<file path="config.mk">
export PLATFORM = sky130hd
export DESIGN_NAME = uart_rx_core_flat
export DESIGN_NICKNAME = d
export VERILOG_FILES = /design/src/rtl/uart_rx_core_if.sv /design/src/rtl/uart_rx_core.sv /design/src/flat_wrapper.sv
export SDC_FILE = /design/constraint.sdc
export NUM_CORES = 1
export LEC_CHECK = 0
export BUFFER_PORTS_ARGS = -buffer_cell sky130_fd_sc_hd__buf_2
export CAP_MARGIN = 20
export CORE_MARGIN = 2
export CORE_UTILIZATION = 35
export CTS_CLUSTER_SIZE = 24
export DETAILED_ROUTE_END_ITERATION = 16
export PLACE_DENSITY_LB_ADDON = 0.15
export SLEW_MARGIN = 25
export SYNTH_ARGS = -nofsm -noshare
export SYNTH_HDL_FRONTEND = slang
export SYNTH_SLANG_ARGS = --single-unit
</file>
<file path="constraint.sdc">
create_clock -name clk -period 3.2 [get_ports clk]
set_input_delay 0.48 -clock clk [delete_from_list [all_inputs] [get_ports clk]]
set_output_delay 0.48 -clock clk [all_outputs]
set_load 0.01 [all_outputs]
</file>
<file path="src/rtl/uart_rx_core_if.sv">
// Handshake bundle between the UART receiver and its word consumer; par_err exists only
// when UART_RX_PARITY_EN is defined.
interface uart_rx_core_if #(
    parameter int DATA_BITS = 8
);
    logic                 RX;
    logic                 clr_rdy;
    logic [DATA_BITS-1:0] rx_data;
    logic                 rdy;
    logic                 frm_err;
    logic                 ovr_err;
`ifdef UART_RX_PARITY_EN
    logic                 par_err;

    modport master (output RX, clr_rdy, input rx_data, rdy, frm_err, ovr_err, par_err);
    modport slave  (input RX, clr_rdy, output rx_data, rdy, frm_err, ovr_err, par_err);
`else
    modport master (output RX, clr_rdy, input rx_data, rdy, frm_err, ovr_err);
    modport slave  (input RX, clr_rdy, output rx_data, rdy, frm_err, ovr_err);
`endif
endinterface

</file>
<file path="src/rtl/uart_rx_core.sv">
// UART receiver: param baud/width, false-start reject, framing/overrun, parity via UART_RX_PARITY_EN.
// Latency: word lands 2 + CLK_DIV/2 + (DATA_BITS+1+P)*CLK_DIV clk after the start edge is first sampled.
// Backpressure: none on the line; an unacknowledged word is overwritten and flagged on ovr_err.
module uart_rx_core #(
    parameter int CLK_DIV   = 2604,
    parameter int DATA_BITS = 8
`ifdef UART_RX_PARITY_EN
    ,
    parameter bit PARITY_ODD = 1'b0
`endif
) (
    input  logic          clk,
    input  logic          rst,
    uart_rx_core_if.slave bus
);
    localparam int CW = $clog2(CLK_DIV);
    localparam int BW = $clog2(DATA_BITS + 1);

    localparam logic [CW-1:0] RELOAD   = CW'(CLK_DIV - 1);
    localparam logic [CW-1:0] HALF     = CW'(CLK_DIV / 2 - 1);
    localparam logic [CW-1:0] ONE_C    = CW'(1);
    localparam logic [BW-1:0] ONE_B    = BW'(1);
    localparam logic [BW-1:0] LAST_BIT = BW'(DATA_BITS - 1);

    localparam logic [2:0] IDLE    = 3'd0;
    localparam logic [2:0] START   = 3'd1;
    localparam logic [2:0] DATA    = 3'd2;
`ifdef UART_RX_PARITY_EN
    localparam logic [2:0] PARITY  = 3'd3;
`endif
    localparam logic [2:0] STOP    = 3'd4;
    localparam logic [2:0] WAIT_HI = 3'd5;

    logic                 rx_meta;
    logic                 rx_s;
    logic [2:0]           state;
    logic [CW-1:0]        baud_cnt;
    logic [BW-1:0]        bit_cnt;
    logic [DATA_BITS-1:0] shift_reg;
    logic                 strobe;
    logic                 active;
    logic                 done;

    logic [DATA_BITS-1:0] rx_data_q;
    logic                 rdy_q;
    logic                 frm_err_q;
    logic                 ovr_err_q;

    assign strobe = (baud_cnt == '0);
    assign active = (state != IDLE) && (state != WAIT_HI);
    assign done   = (state == STOP) && strobe;

    always_ff @(posedge clk or posedge rst) begin
        if (rst) begin
            rx_meta <= 1'b1;
            rx_s    <= 1'b1;
        end else begin
            rx_meta <= bus.RX;
            rx_s    <= rx_meta;
        end
    end

`ifdef UART_RX_PARITY_EN
    logic par_bit;
    logic par_bad;
    logic par_err_q;

    assign par_bad     = ((^shift_reg) ^ par_bit) != PARITY_ODD;
    assign bus.par_err = par_err_q;
`endif

    always_ff @(posedge clk or posedge rst) begin
        if (rst) begin
            state     <= IDLE;
            baud_cnt  <= '0;
            bit_cnt   <= '0;
            shift_reg <= '0;
`ifdef UART_RX_PARITY_EN
            par_bit   <= 1'b0;
`endif
        end else begin
            // Half-bit preload on the start edge puts every later strobe at mid-bit.
            if (state == IDLE) begin
                if (!rx_s) baud_cnt <= HALF;
            end else if (active) begin
                baud_cnt <= strobe ? RELOAD : baud_cnt - ONE_C;
            end

            case (state)
                IDLE: begin
                    if (!rx_s) begin
                        state   <= START;
                        bit_cnt <= '0;
                    end
                end
                START: begin
                    if (strobe) state <= rx_s ? IDLE : DATA;
                end
                DATA: begin
                    if (strobe) begin
                        shift_reg <= {rx_s, shift_reg[DATA_BITS-1:1]};
                        bit_cnt   <= bit_cnt + ONE_B;
                        if (bit_cnt == LAST_BIT) begin
`ifdef UART_RX_PARITY_EN
                            state <= PARITY;
`else
                            state <= STOP;
`endif
                        end
                    end
                end
`ifdef UART_RX_PARITY_EN
                PARITY: begin
                    if (strobe) begin
                        par_bit <= rx_s;
                        state   <= STOP;
                    end
                end
`endif
                STOP: begin
                    if (strobe) state <= rx_s ? IDLE : WAIT_HI;
                end
                WAIT_HI: begin
                    if (rx_s) state <= IDLE;
                end
                default: state <= IDLE;
            endcase
        end
    end

    // A completion coinciding with clr_rdy reports only the new frame's status.
    always_ff @(posedge clk or posedge rst) begin
        if (rst) begin
            rx_data_q <= '0;
            rdy_q     <= 1'b0;
            frm_err_q <= 1'b0;
            ovr_err_q <= 1'b0;
`ifdef UART_RX_PARITY_EN
            par_err_q <= 1'b0;
`endif
        end else if (done) begin
            rx_data_q <= shift_reg;
            rdy_q     <= 1'b1;
            frm_err_q <= (frm_err_q & ~bus.clr_rdy) | ~rx_s;
            ovr_err_q <= ~bus.clr_rdy & (ovr_err_q | rdy_q);
`ifdef UART_RX_PARITY_EN
            par_err_q <= (par_err_q & ~bus.clr_rdy) | par_bad;
`endif
        end else if (bus.clr_rdy) begin
            rdy_q     <= 1'b0;
            frm_err_q <= 1'b0;
            ovr_err_q <= 1'b0;
`ifdef UART_RX_PARITY_EN
            par_err_q <= 1'b0;
`endif
        end
    end

    assign bus.rx_data = rx_data_q;
    assign bus.rdy     = rdy_q;
    assign bus.frm_err = frm_err_q;
    assign bus.ovr_err = ovr_err_q;
endmodule

</file>
<file path="src/flat_wrapper.sv">
// flat-port wrapper written by rule: the top's interface ports become plain ports
module uart_rx_core_flat 
#(
    parameter int CLK_DIV   = 2604,
    parameter int DATA_BITS = 8

)
  (clk, rst, bus_RX, bus_clr_rdy, bus_rx_data, bus_rdy, bus_frm_err, bus_ovr_err);
  uart_rx_core_if #(.DATA_BITS(DATA_BITS)) bus_i ();
  input  logic clk;
  input  logic rst;
  input wire logic [$bits(bus_i.RX)-1:0] bus_RX;
  input wire logic [$bits(bus_i.clr_rdy)-1:0] bus_clr_rdy;
  output wire logic [$bits(bus_i.rx_data)-1:0] bus_rx_data;
  output wire logic [$bits(bus_i.rdy)-1:0] bus_rdy;
  output wire logic [$bits(bus_i.frm_err)-1:0] bus_frm_err;
  output wire logic [$bits(bus_i.ovr_err)-1:0] bus_ovr_err;
  assign bus_i.RX = bus_RX;
  assign bus_i.clr_rdy = bus_clr_rdy;
  assign bus_rx_data = bus_i.rx_data;
  assign bus_rdy = bus_i.rdy;
  assign bus_frm_err = bus_i.frm_err;
  assign bus_ovr_err = bus_i.ovr_err;
  uart_rx_core #(.CLK_DIV(CLK_DIV), .DATA_BITS(DATA_BITS)) u_core (.clk(clk), .rst(rst), .bus(bus_i));
endmodule
</file>
==> flow_summary.toml <==
[floorplanning]
rows = 27
die_area_um2 = 6240
io_pins = 15
die_h_um = 79.0
die_width_um = 79.0
core-area_um2 = 5470
initial_core_util_pct = 36.0

[timing]
slew_viol_final = 0
finalClockSkew_ps = 4.69
fmax_ghz = 0.391
final_hold_viol_count = 0
min_period_over_period_pct = 79.9
rsz0062_at_grt = "no"
timing.hold.ws_ps = 282
setup_tns_ps = 0
finalWorstSetupSlack_ps = 643
worst_slew_pin_slew_ps = 727
min_period_ps = 2560
relSlewSlack_pct = 51.2
finalSetupViolCount = 0

[yosys]
synth_edf_count = 0
synth_area_um2 = 1970
synth_top_family_by_area = "simple AND/OR/NAND/NOR gates"
yosys_register_bits = 40
synth_top_cell_by_area = "dfrtp_1"
synth_top_area_share_pct = 48.3
ys_seq_area_share_pct = 51.0
synth_xor_area_share_pct = 0
synth_fa_ha_area_share_pct = 1.91
syn_inst = 178
synth_ff_type = "dfrtp_1"
synth_cell_type_count = 49
yosys_warnings = 0
muxShareOfSynthArea_pct = 9.66
syn_avg_cell_area_um2 = 11.1
syn-num-nets = 185
synth_most_common_cell = "dfrtp_1"
synthTopCellsByCount = "38 x dfrtp_1, 16 x mux2_2, 12 x a21oi_1, 12 x o21ai_0, 10 x nand2_1"
async_flop_share_pct = 100
synthSimpleGateAreaFrac_pct = 17.7
ys_top_cells_by_area = "dfrtp_1 48%, mux2_2 9.1%, a21oi_1 3.0%, o21ai_0 3.0%, dfstp_2 2.7%"
synth_compound_area_share_pct = 15.5

[clock_tree]
cts_hold_buffers = 0
post_cts_buffers = 0
cts_buffers = 5
clk_pin_slew_ps = 80
cts_resized = 0
cts_root_buf = "clkbuf_8"
htree_levels = 2
cts_sinks = 40
clock_latency_ps = 290
clk_path_buf_depth = 2
cts_tree = "done"

[grt]
grt_max_degree = 41
overflow = 0
grt_first_pass_wirelength_mm = 7.10
grt_pass1_vias = 1511
groute.usage.overall_pct = 14.4
antenna_found_initial = 0

[worst_hold_path]
hold_path_class = "in -> reg"

[placement]
place_inst = 258
postPlaceCellArea_um2 = 2090
dp_slack_ps = 601
io_buffers = 14
routabilityCongestion = 0.793
hpwl_mm = 2.78

[routing]
vias = 1408
drt-total-wl_mm = 3.94
via_per_inst = 5.29
ant_nets = 0
drt-initial-drc-count = 77
remaining_drc_errors = 0
firstDrtPassIters = 4
routedWlPerCell_um = 14.8

[finish]
design_area_um2 = 2190
largest_reg_flops = 12
nNetsFinal = 200
final_cells = 266
layout-drive-gt1-share_pct = 26.8
fillCellCount = 563
antenna_cells = 0
fin_util_pct = 40.0
area_growth_pct = 11.1

[critical_path]
crit_type = "reg -> reg"
endpoint_kind = "flop"
worst_setup_path_start_kind = "flop"
critPathArrivalTime_ps = 2730
cp_max_fo = 10
worst_ep_required_time_ps = 3380

[flow_run]
drv_cap = 0

[run_status]
outcome = "completed"

[pwr]
leakagePower_nw = 1.02
power_density_nw_per_um2 = 399
power_mw = 0.873
peakVddDrop_mv = 0.245
==> cell usage in the layout (no fill, tap or decap), drive strengths merged, types with 6 or more instances in the layout <==
master	netlist	final
dfrtp	38	38
mux2	16	16
buf	5	16
a21oi	12	12
o21ai	12	12
nand2	11	11
inv	8	8
nand3	8	8
nor2	7	7
nor3	6	6
clkbuf	3	6
==> routing by layer <==
metal	up-vias	wire (um)	global-route usage [%]
met5	-	0	0
li1	692	-	-
met2	21	1950	24.7
met3	6	121	3.52
met4	0	57	5.17
met1	689	1810	17.4
==> worst max-delay path: stages, from the launching register on <==
cell and delay (ps):
dfrtp_1 400, inv_1 120, ha_1 180, or4b_4 490, nor4_4 680, nand3_4 240, mux2_2 340
==> layout make-up <==
cell class                 count  area (um2)  area share, %
sequential                    40        1000           45.9
inverter                       8        30.0           1.37
clock buffer                   6        82.6           3.77
tap                           72        90.1           4.12
timing repair buffer          16        85.1           3.89
clock inverter                 2        15.0          0.686
multi-input combinational    122         882           40.3
==> cells by family (layout without fill, tap and decap cells) <==
| logic type | Yosys count | count (layout) |
|---|---|---|
| AND/OR/NAND/NOR | 55 | 55 |
| buffers and inverters | 16 | 32 |
| adder cells (fa/ha/maj) | 3 | 3 |
| AO/OA/AOI/OAI | 47 | 47 |
| flip-flops | 40 | 40 |
| multiplexers | 17 | 17 |
==> power by group <==
group	switching [mW]	internal, mW	leakage [nW]	total [mW]
combinational	0.0110	0.00334	0.462	0.0144
clock	0.175	0.174	0.0434	0.350
sequential	0.00177	0.507	0.516	0.509
==> path summary, 6_finish.rpt <==
path | from | end | slack [ps] | cells after the start
worst max register to register | u_core.baud_cnt[0] | u_core.shift_reg[2] | 640 | 6
max in group asynchronous | rst | u_core.rx_meta | 2530 | 3
worst max-delay path | u_core.baud_cnt[0] | u_core.shift_reg[2] | 640 | 6
min in group asynchronous | rst | u_core.baud_cnt[5] | 300 | 3
worst min-delay path | bus_RX | u_core.rx_meta | 280 | 1
worst min register to register | u_core.rx_meta | u_core.rx_s | 360 | 0
(Power assumes the default switching activity.)
